## src/rtl/pool_str_rd.sv

```systemverilog
// Purpose: pool read initiator; fetches ceil(len/4) words with R4 and streams the bytes out little-endian.
// Latency: req at t -> R4 at t+1 -> first byte offered at t+2+RD_LAT; 1+RD_LAT bubbles between words.
// Backpressure: ov && !ordy freezes ob, ov and all state; no prefetch, so the pool is never read ahead.
//
// Ports:
//   clk    rising-edge clock
//   rst    asynchronous active-low reset
//   req    start pulse, only looked at while idle
//   sa     start word address, captured with an accepted req
//   len    byte count, captured with an accepted req (0 completes immediately)
//   busy   high from the cycle after an accepted req until the done cycle
//   done   one-cycle completion pulse
//   ob/ov  output byte and its valid; ordy is the downstream ready
//   op/ai  pool opcode (NOP or R4) and pool word address
//   vo     pool read data, valid RD_LAT cycles after the R4 cycle

module pool_str_rd #(
    parameter int          ASZ    = 16,
    parameter int          DSZ    = 32,
    parameter int          LSZ    = 8,
    parameter int          RD_LAT = 1,
    parameter logic [2:0]  OP_NOP = 3'd0,
    parameter logic [2:0]  OP_R4  = 3'd2
) (
    input  logic            clk,
    input  logic            rst,
    input  logic            req,
    input  logic [ASZ-1:0]  sa,
    input  logic [LSZ-1:0]  len,
    output logic            busy,
    output logic            done,
    output logic [7:0]      ob,
    output logic            ov,
    input  logic            ordy,
    output logic [2:0]      op,
    output logic [ASZ-1:0]  ai,
    input  logic [DSZ-1:0]  vo
);

    typedef enum logic [2:0] {
        S_IDLE  = 3'd0,
        S_FETCH = 3'd1,
        S_WAIT  = 3'd2,
        S_EMIT  = 3'd3,
        S_DONE  = 3'd4
    } state_t;

    // Last WAIT cycle index: the read data is sampled at the edge that ends it.
    localparam logic [1:0] WLAST = 2'(RD_LAT - 1);

    state_t          r_state;
    state_t          w_next;

    logic [ASZ-1:0]  r_addr;   // next word to fetch
    logic [ASZ-1:0]  r_ai;     // address presented to the pool, held while op=NOP
    logic [LSZ-1:0]  r_rem;    // bytes still to be transferred
    logic [1:0]      r_bi;     // byte index inside r_wbuf
    logic [1:0]      r_wcnt;   // cycles spent in WAIT
    logic [DSZ-1:0]  r_wbuf;   // captured pool word

    logic            w_xfer;
    logic            w_last_byte;
    logic            w_word_end;
    logic            w_wait_end;
    logic [7:0]      w_byte;

    assign w_xfer      = (r_state == S_EMIT) && ordy;
    assign w_last_byte = (r_rem == LSZ'(1));
    assign w_word_end  = (r_bi == 2'd3);
    assign w_wait_end  = (r_wcnt == WLAST);

    // Little-endian byte select: byte 0 of the string sits in the low lane.
    always_comb begin
        w_byte = r_wbuf[7:0];
        case (r_bi)
            2'd0:    w_byte = r_wbuf[7:0];
            2'd1:    w_byte = r_wbuf[15:8];
            2'd2:    w_byte = r_wbuf[23:16];
            default: w_byte = r_wbuf[31:24];
        endcase
    end

    // ------------------------------------------------------------------
    // State register
    // ------------------------------------------------------------------
    always_ff @(posedge clk or negedge rst) begin
        if (!rst) begin
            r_state <= S_IDLE;
        end else begin
            r_state <= w_next;
        end
    end

    // ------------------------------------------------------------------
    // Next state and state-decoded outputs
    // ------------------------------------------------------------------
    always_comb begin
        w_next = r_state;
        busy   = 1'b0;
        done   = 1'b0;
        ov     = 1'b0;
        op     = OP_NOP;
        ai     = r_ai;
        ob     = w_byte;

        case (r_state)
            S_IDLE: begin
                if (req) begin
                    // A zero-length request goes straight to DONE without any read.
                    w_next = (len == '0) ? S_DONE : S_FETCH;
                end
            end

            S_FETCH: begin
                busy   = 1'b1;
                op     = OP_R4;
                w_next = S_WAIT;
            end

            S_WAIT: begin
                busy = 1'b1;
                if (w_wait_end) begin
                    w_next = S_EMIT;
                end
            end

            S_EMIT: begin
                busy = 1'b1;
                ov   = 1'b1;
                if (w_xfer) begin
                    // The length check wins over the word boundary so a string
                    // ending exactly on byte 3 does not trigger an extra read.
                    if (w_last_byte) begin
                        w_next = S_DONE;
                    end else if (w_word_end) begin
                        w_next = S_FETCH;
                    end
                end
            end

            S_DONE: begin
                done   = 1'b1;
                w_next = S_IDLE;
            end

            default: begin
                w_next = S_IDLE;
            end
        endcase
    end

    // ------------------------------------------------------------------
    // Datapath: address, remaining count, byte index, read buffer
    // ------------------------------------------------------------------
    always_ff @(posedge clk or negedge rst) begin
        if (!rst) begin
            r_addr <= '0;
            r_ai   <= '0;
            r_rem  <= '0;
            r_bi   <= '0;
            r_wcnt <= '0;
            r_wbuf <= '0;
        end else begin
            case (r_state)
                S_IDLE: begin
                    if (req) begin
                        r_addr <= sa;
                        r_rem  <= len;
                        // ai only moves when a read will actually follow.
                        if (len != '0) begin
                            r_ai <= sa;
                        end
                    end
                end

                S_FETCH: begin
                    // Wraps naturally at the top of the pool.
                    r_addr <= r_addr + ASZ'(1);
                    r_wcnt <= '0;
                end

                S_WAIT: begin
                    if (w_wait_end) begin
                        r_wbuf <= vo;
                        r_bi   <= '0;
                    end else begin
                        r_wcnt <= r_wcnt + 2'd1;
                    end
                end

                S_EMIT: begin
                    if (w_xfer) begin
                        r_rem <= r_rem - LSZ'(1);
                        r_bi  <= r_bi + 2'd1;
                        // Preload the pool address for the upcoming FETCH;
                        // r_addr already points at the next word.
                        if (w_word_end && !w_last_byte) begin
                            r_ai <= r_addr;
                        end
                    end
                end

                default: begin
                end
            endcase
        end
    end

endmodule

```

## config.mk

```make
export PLATFORM = sky130hd
export DESIGN_NAME = pool_str_rd
export DESIGN_NICKNAME = d
export VERILOG_FILES = /design/src/rtl/pool_str_rd.sv
export SDC_FILE = /design/constraint.sdc
export NUM_CORES = 1
export LEC_CHECK = 0
export CAP_MARGIN = 15
export CORE_ASPECT_RATIO = 1.5
export CORE_MARGIN = 3
export CORE_UTILIZATION = 51
export CTS_CLUSTER_SIZE = 24
export DETAILED_ROUTE_END_ITERATION = 16
export PLACE_DENSITY_LB_ADDON = 0.1
export SLEW_MARGIN = 20
export SYNTH_ARGS = -nofsm -noshare
export SYNTH_HDL_FRONTEND = slang
export SYNTH_SLANG_ARGS = --single-unit
```

## constraint.sdc

```tcl
create_clock -name clk -period 2.2 [get_ports clk]
set_clock_uncertainty 0.05 [all_clocks]
set_input_delay 0.44 -clock clk [delete_from_list [all_inputs] [get_ports clk]]
set_output_delay 0.44 -clock clk [all_outputs]
set_load 0.01 [all_outputs]
```

Word-level counts from Yosys, hierarchy flattened
Index checks and enable logic that the tools add are counted.
{"block": "totals", "reg_bits": 79, "inputBits": 60, "out_inout_bits": 30, "word_cells": 73}
{"block": "classes", "add_sub_neg": 4, "n_eq_ne": 15, "n_mux": 27, "n_reduce_logical": 20}
{"op": "16-bit 2-to-1 mux", "count": 5}
{"op": "16-bit one-hot mux with 2 select lines", "count": 2}
{"op": "8-bit one-hot mux with 3 select lines", "count": 1}
{"op": "3-bit 2-to-1 mux", "count": 6}
{"op": "16-bit by 1-bit adder with 16-bit output, second input constant", "count": 1}
{"op": "8-bit 2-to-1 mux", "count": 2}
{"op": "8-bit one-hot mux with 2 select lines", "count": 1}
{"op": "3-bit one-hot mux with 4 select lines", "count": 1}
{"op": "2-bit inequality test, second input constant", "count": 5}
{"op": "8-bit by 1-bit equality test with 1-bit output, second input constant", "count": 1}
{"op": "8-bit logical NOT", "count": 1}
{"op": "2-bit 2-to-1 mux", "count": 4}
{"op": "2-bit one-hot mux with 2 select lines", "count": 2}
{"op": "2-bit nonzero test", "count": 4}
{"op": "8-bit nonzero test", "count": 1}
{"op": "8-bit by 1-bit subtractor with 8-bit output, second input constant", "count": 1}
{"op": "3-bit by 2-bit equality test with 1-bit output, second input constant", "count": 2}
{"op": "2-bit AND reduction", "count": 3}
{"op": "3-bit AND reduction", "count": 2}
{"op": "5-bit AND reduction", "count": 1}
{"op": "2-bit by 1-bit adder with 2-bit output, second input constant", "count": 2}
{"op": "2-bit equality test, second input constant", "count": 2}
{"op": "2-bit logical NOT", "count": 2}
{"op": "4-bit AND reduction", "count": 1}
{"op": "other kinds (10)", "count": 13}

Longest topological paths before layout
Gate-level depths: netlist (run 1).
{"block": "depth", "depth_word": 6, "mapped_depth": 7, "depth_no_buf": 6}

Least setup slack after synthesis (run 1)
OpenSTA, ideal clock, no wires.
{"block": "synth_path", "kind": "in2reg", "start": "in req", "end": "reg r_ai[0], in the netlist ai[0]", "setup_ps": 125, "arrival_ps": 1748, "required_ps": 2025, "setup_slack_ps": 277, "stages": 5, "n_path_buf": 1, "path_cell_list": "or3b_4 -> a21oi_4 -> o2111ai_4 -> buf_6 -> mux2_4"}
{"block": "synth_between", "elab_chain_len": 2}
{"item": "from (decl)", "line": "27", "rtl": "input logic req,"}
{"item": "2-bit inequality test (no source line)"}
{"item": "5-bit AND reduction (no source line)"}
{"item": "to (signal assigned)", "line": "198", "rtl": "r_ai <= r_addr;"}
{"item": "to (decl)", "line": "55", "rtl": "logic [ASZ-1:0] r_ai;"}
No other way between the ends.
A chain may end at the register's enable or synchronous reset.

Worst setup path in the final report (run 1)
{"block": "layout_path", "start": "reg r_bi[0]", "end": "out ob[6]"}
{"block": "layout_between", "elab_chain_len": 2, "word_cells_on_any_way": 4, "classes_between": "eq/ne (2); mux (1); reduce/logical (1)"}
{"item": "from (decl)", "line": "57", "rtl": "logic [1:0] r_bi;"}
{"item": "from (signal assigned)", "line": "194", "rtl": "r_bi <= r_bi + 2'd1;"}
{"item": "2-bit equality test (tied with other cells)", "line": "75", "rtl": "case (r_bi)"}
{"item": "8-bit one-hot mux with 3 select lines *", "line": "75"}
{"item": "to (decl)", "line": "32", "rtl": "output logic [7:0] ob,"}
Every way passes the cells marked *; elsewhere a longest branch is shown, timed or not.

==> impl_metrics.csv, run 1 <==
group,metric,value,unit
status,status,"finished, violations left",
status,violations,"negative setup slack",
cts,htreeDepth,3,
critical_path,critPathMaxFanout,8,
min_path,min_to,"r_wbuf[17]$_DFFE_PN0P_",
synthesis,synthFlopType,"dfrtp_1",
critical_path,start_kind,"flip-flop",
grt,grt_start_max_net_pins,51,
placed_design,dp_hpwl,7780,um
die,die_area,9500,sq um
detailed_routing,drcViolationCount,0,
die,die_h,118,um
grt,antenna_found_initial,0,
synthesis,ys_types,56,
power,leakage,0.00247,uW
synthesis,async_reset_ff_share,100,%
cts,numCtsBuffers,9,
sta,final_hold_viol_count,0,
grt,grt_pass1_vias,3788,
critical_path,rr_worst_depth,6,
synthesis,synthCells,432,
sta,drv_slew,0,
synthesis,synth-seq-cells,79,
die,start_util,52.8,%
grt,overflow,0,
die,pin_count,90,
cts,cts.clk_slew.worst_paths,0.06,ns
placed_design,place_ws,-0.252,ns
synthesis,synth_area,4260,sq um
synthesis,avgSynthCellArea,9.85,sq um
power,power_density,1430,nW/um^2
cells_and_area,final_common_cell,"clkdlybuf4s50_1",
cts,worstSkewPairLatency,0.33,ns
grt,grt_pass1_wl,17800,um
sta,rsz0062_at_grt,"yes",
cts,clock_sinks,79,
detailed_routing,vias,3714,
critical_path,critical_path_class,"reg -> out",
critical_path,r2r-start,"r_state[1]$_DFFE_PN0P_",
min_path,hold_class,"reg -> reg",
sta,max_clock_freq,454,MHz
detailed_routing,dr.pass1.iters,5,
synthesis,yosysWarnings,0,
cells_and_area,layout_common_cells,"77 x clkdlybuf4s50_1, 75 x dfrtp_1, 58 x nand2_1",
detailed_routing,drtIter0Drc,217,
grt,track_usage,23.4,%
job,cap_viol_max_count,0,
cells_and_area,nets,609,
critical_path,arrival,1.71,ns
die,rows,40,
placed_design,portBuffers,87,
min_path,whs_path_depth,1,
critical_path,startpoint,"r_bi[0]$_DFFE_PN0P_",
detailed_routing,avgRoutedWirePerCell,16.6,um
power,p_total,8240,uW
critical_path,ff2ff_setup_slack,0.12,ns
power,vdd_ir_drop_max,0.000843,V
detailed_routing,wl,10700,um
detailed_routing,via_per_inst,5.73,
cells_and_area,drive_gt1_share,21.7,%
synthesis,synth-edff-count,0,
cells_and_area,fillers,632,
min_path,hold_start,"r_wbuf[17]$_DFFE_PN0P_",
sta,timing.final.ws_setup,-0.00389,ns
critical_path,critPathCaptureType,"output port",
die,placeableCoreArea,8060,sq um
cts,cts_root_buf,"clkbuf_16",
cts,cts_buffer_depth,2,
placed_design,finalWeightedCongestion,0.899,
cells_and_area,area_growth,35.0,%
sta,finalWorstPathRequiredPeriod,2.20,ns
critical_path,r2r_end,"ai[4]$_DFFE_PN0P_",
cts,tritoncts,"done",
detailed_routing,ant_nets,0,
critical_path,required,1.71,ns
cells_and_area,diodes,0,
die,die_w,80.6,um
sta,period_share,100,%
sta,finalSetupViolCount,1,
synthesis,ys_seq_area_share,46.5,%
[kinds of logic (layout without fill, tap and decap cells)]
kind of cell               count (synthesis)  after routing  share of synthesized area (%)
AOI/OAI and AO/OA                        110            110                           17.2
xor gates and xnor gates                   1              1                          0.206
adders and majority gates                  9              9                           2.65
buffers and inverters                     55            165                           5.32
DFF                                       79             79                           46.5
muxes                                     49             49                           13.6
other                                      1              2                         0.0881
and+or+nand+nor                          128            128                           14.5
[how the worst max path moves through the flow]
stage                     cells past startpoint  slack (ns)           endpoint
final                                         5      -0.004              ob[6]
after floorplan                               5        0.28  ai[0]$_DFFE_PN0P_
after CTS                                     5       -0.05              ob[6]
after detailed placement                      7       -0.25  ai[7]$_DFFE_PN0P_
after global routing                          5       -0.10              ob[6]
after global placement                        7       -0.24  ai[1]$_DFFE_PN0P_
[stage by stage]
| step | cells | util (%) | TNS [ns] | hold WS, ns | instance area, sq um |
|---|---|---|---|---|---|
| 2_1_floorplan | 433 | - | 0 | 0.0944 | 4260 |
| 3_3_place_gp | 627 | 67.0 | -4.50 | 0.347 | 5400 |
| 3_5_place_dp | 627 | 67.0 | -4.86 | 0.349 | 5400 |
| 4_1_cts | 646 | 71.0 | -0.0472 | 0.461 | 5720 |
| 5_1_grt | 648 | 71.3 | -0.259 | 0.477 | 5750 |
| 6_report | 648 | 71.3 | -0.00389 | 0.458 | 5750 |
[power by group]
part,internal [uW],switching (uW),leakage (uW)
Combinational,2130,2050,0.00141
Sequential,2160,538,0.000930
Clock,810,550,0.000129
Total,5100,3140,0.00247
[routing by layer]
metal / part of all wire, % / track usage, % / routed length [um]
met3: 4.2 / 3.75 / 448
met4: 1.5 / 7.08 / 161
met5: 0 / 0 / 0
met2: 53 / 41.2 / 5660
met1: 42 / 28.7 / 4460
[Yosys cell counts (6+ instances only)]
library cell | instances | area (sq um)
mux2i_1 | 9 | 90.1
a222oi_1 | 8 | 80.1
nor2_1 | 13 | 48.8
mux2_2 | 30 | 338
nand3_1 | 14 | 70.1
nor4_1 | 6 | 37.5
o22ai_1 | 8 | 50.1
nor3_1 | 9 | 45.0
o21ai_0 | 38 | 190
mux2_4 | 10 | 150
nand2_1 | 58 | 218
nand4_1 | 7 | 43.8
clkbuf_1 | 20 | 75.1
a21oi_1 | 21 | 105
ha_1 | 9 | 113
inv_1 | 26 | 97.6
dfrtp_1 | 79 | 1980
[area by class of cell]
cell class / instances / area (sq um) / area share (%)
Clock buffer: 11 / 253 / 4.40
Clock inverter: 3 / 20.0 / 0.348
Tap cell: 105 / 131 / 2.29
Multi-Input combinational cell: 299 / 2110 / 36.7
Timing Repair Buffer: 124 / 1150 / 20.1
Sequential cell: 79 / 1980 / 34.5
Inverter: 27 / 101 / 1.76
[flip-flops by register name (all words and copies together) (netlist names)]
| register | cells |
|---|---|
| r_bi | 2 |
| r_wbuf | 32 |
| r_wcnt | 2 |
| r_rem | 8 |
| ai | 16 |
| r_state | 3 |
| r_addr | 16 |
[worst max-delay path, cell delays in order, from the launching register on]
cell and delay [ns]:
dfrtp_2 0.42, inv_2 0.09, ha_4 0.20, a222oi_1 0.38
mux2i_1 0.13, buf_2 0.16
[what timing repair did]
action,CTS,global route
hold buffers,1,0
hold endpoints to repair,29,0
setup buffers,4,2
setup endpoints to repair,11,7
resized for setup,47,2
pin swaps,8,4
Note: power is estimated with default switching activity, not from simulation.
==> run 2, diff against run 1 <==
Settings changed: CAP_MARGIN 15 to 20.
==> results of run 2 <==
Final layout, timing and power as in run 1 (identical DEF).
==> run 3, diff against run 2 <==
Settings changed: CORE_ASPECT_RATIO 1.5 to 1.4, CORE_MARGIN 3 to 4, SKIP_CTS_REPAIR_TIMING set to 1.
==> impl_metrics.csv, run 3 (synthesis results as in run 1) <==
group,metric,value,unit
job,cap_viol_max_count,0,
cells_and_area,fillers,615,
critical_path,required,1.71,ns
sta,totalNegativeSetupSlack,0,ns
critical_path,arrival,1.69,ns
critical_path,ff2ff_setup_slack,0.11,ns
sta,max_clock_freq,459,MHz
cells_and_area,ff_latch_area,1980,sq um
grt,track_usage,22.7,%
die,rows,39,
sta,relSlewSlack,58.9,%
sta,whs,0.0701,ns
placed_design,place_ws,-0.333,ns
detailed_routing,wl,10800,um
detailed_routing,via_per_inst,5.73,
cells_and_area,multi_input_area,2100,sq um
critical_path,start_kind,"flip-flop",
grt,grt_pass1_vias,3750,
cells_and_area,drive_gt1_share,23.6,%
placed_design,portBuffers,87,
die,start_util,52.2,%
sta,finalSetupViolCount,0,
critical_path,critPathCaptureType,"output port",
cts,numCtsBuffers,9,
power,power_density,1440,nW/um^2
die,die_w,85.2,um
sta,drv_slew,0,
cells_and_area,area_growth,37.2,%
critical_path,startpoint,"r_bi[0]$_DFFE_PN0P_",
power,vdd_ir_drop_max,0.000850,V
sta,final_hold_viol_count,0,
cts,cts.clk_slew.worst_paths,0.05,ns
grt,grt_start_max_net_pins,49,
cells_and_area,final_common_cell,"dfrtp_1",
cts,clock_sinks,79,
detailed_routing,vias,3764,
critical_path,critical_path_class,"reg -> out",
placed_design,dp_hpwl,7880,um
grt,grt_pass1_wl,18000,um
sta,timing.final.ws_setup,0.0198,ns
die,die_area,9890,sq um
sta,rsz0062_at_grt,"yes",
sta,worst_slew_pin_slew,0.616,ns
cts,cts_root_buf,"clkbuf_16",
sta,finalWorstPathRequiredPeriod,2.18,ns
cts,htreeDepth,3,
critical_path,cp-endpoint,"ob[1]",
cells_and_area,layout_common_cells,"76 x dfrtp_1, 75 x clkdlybuf4s50_1, 58 x nand2_1",
critical_path,rr_worst_depth,5,
cts,tritoncts,"done",
cts,cts_buffer_depth,2,
die,die_h,116,um
detailed_routing,avgRoutedWirePerCell,16.4,um
detailed_routing,dr.pass1.iters,6,
status,status,"finished clean",
detailed_routing,drcViolationCount,0,
cts,worstSkewPairLatency,0.33,ns
grt,overflow,0,
grt,antenna_found_initial,0,
cells_and_area,largest_register_ff_count,32,
detailed_routing,ant_nets,0,
die,pin_count,90,
critical_path,critPathMaxFanout,8,
die,placeableCoreArea,8150,sq um
cells_and_area,regMostFlops,"r_wbuf",
critical_path,r2r-start,"r_rem[5]$_DFFE_PN0P_",
placed_design,finalWeightedCongestion,0.841,
critical_path,r2r_end,"ai[3]$_DFFE_PN0P_",
power,leakage,0.00258,uW
sta,period_share,99.1,%
cells_and_area,nets,619,
min_path,hold_class,"in -> async",
detailed_routing,drtIter0Drc,162,
cells_and_area,diodes,0,
[run 3: per-layer routing]
metal  up-vias  track usage, %  share of wire [%]  routed length [um]
li1       1801               -                  -                   -
met4         0            9.29                2.5                 270
met2       141            39.0                 50                5370
met1      1802            27.7                 42                4520
met5         -               0                  0                   0
met3        20            5.05                5.8                 630
[run 3: how the worst min path moves through the flow]
stage,end,slack [ns]
finish,r_wbuf[10]$_DFFE_PN0P_,0.07
global route,r_wbuf[10]$_DFFE_PN0P_,0.12
CTS,r_wbuf[10]$_DFFE_PN0P_,0.09
detailed placement,r_wbuf[10]$_DFFE_PN0P_,0.44
global placement,r_wbuf[21]$_DFFE_PN0P_,0.44
floorplan,ai[0]$_DFFE_PN0P_,0.09
[run 3: layout make-up]
type                    instances  area share [%]
multi-input cells             299            36.0
flip-flops and latches         79            33.9
inverters                      27            1.78
clock inverters                 5           0.964
repair buffers                134            20.8
clock buffers                  11            4.33
well taps                     102            2.19
[run 3: worst max-delay path, cell delays in order, from the launching register on]
cell and delay, ns:
dfrtp_2 0.44, inv_4 0.07, ha_4 0.20, a222oi_1 0.38, mux2i_1 0.13, buf_2 0.16
[run 3: through the flow]
| step | util (%) | power (uW) | instances | area, sq um |
|---|---|---|---|---|
| floorplan | - | 5170 | 433 | 4260 |
| global placement | 67.1 | 6760 | 635 | 5470 |
| detailed placement | 67.1 | 6910 | 635 | 5470 |
| CTS | 70.9 | 8450 | 651 | 5780 |
| global route | 71.6 | 9030 | 657 | 5840 |
| finish | 71.6 | 8410 | 657 | 5840 |
[run 3: power by group]
group	switching [uW]	internal, uW
clock network	563	937
logic	2050	2160
registers	539	2160
total	3150	5260
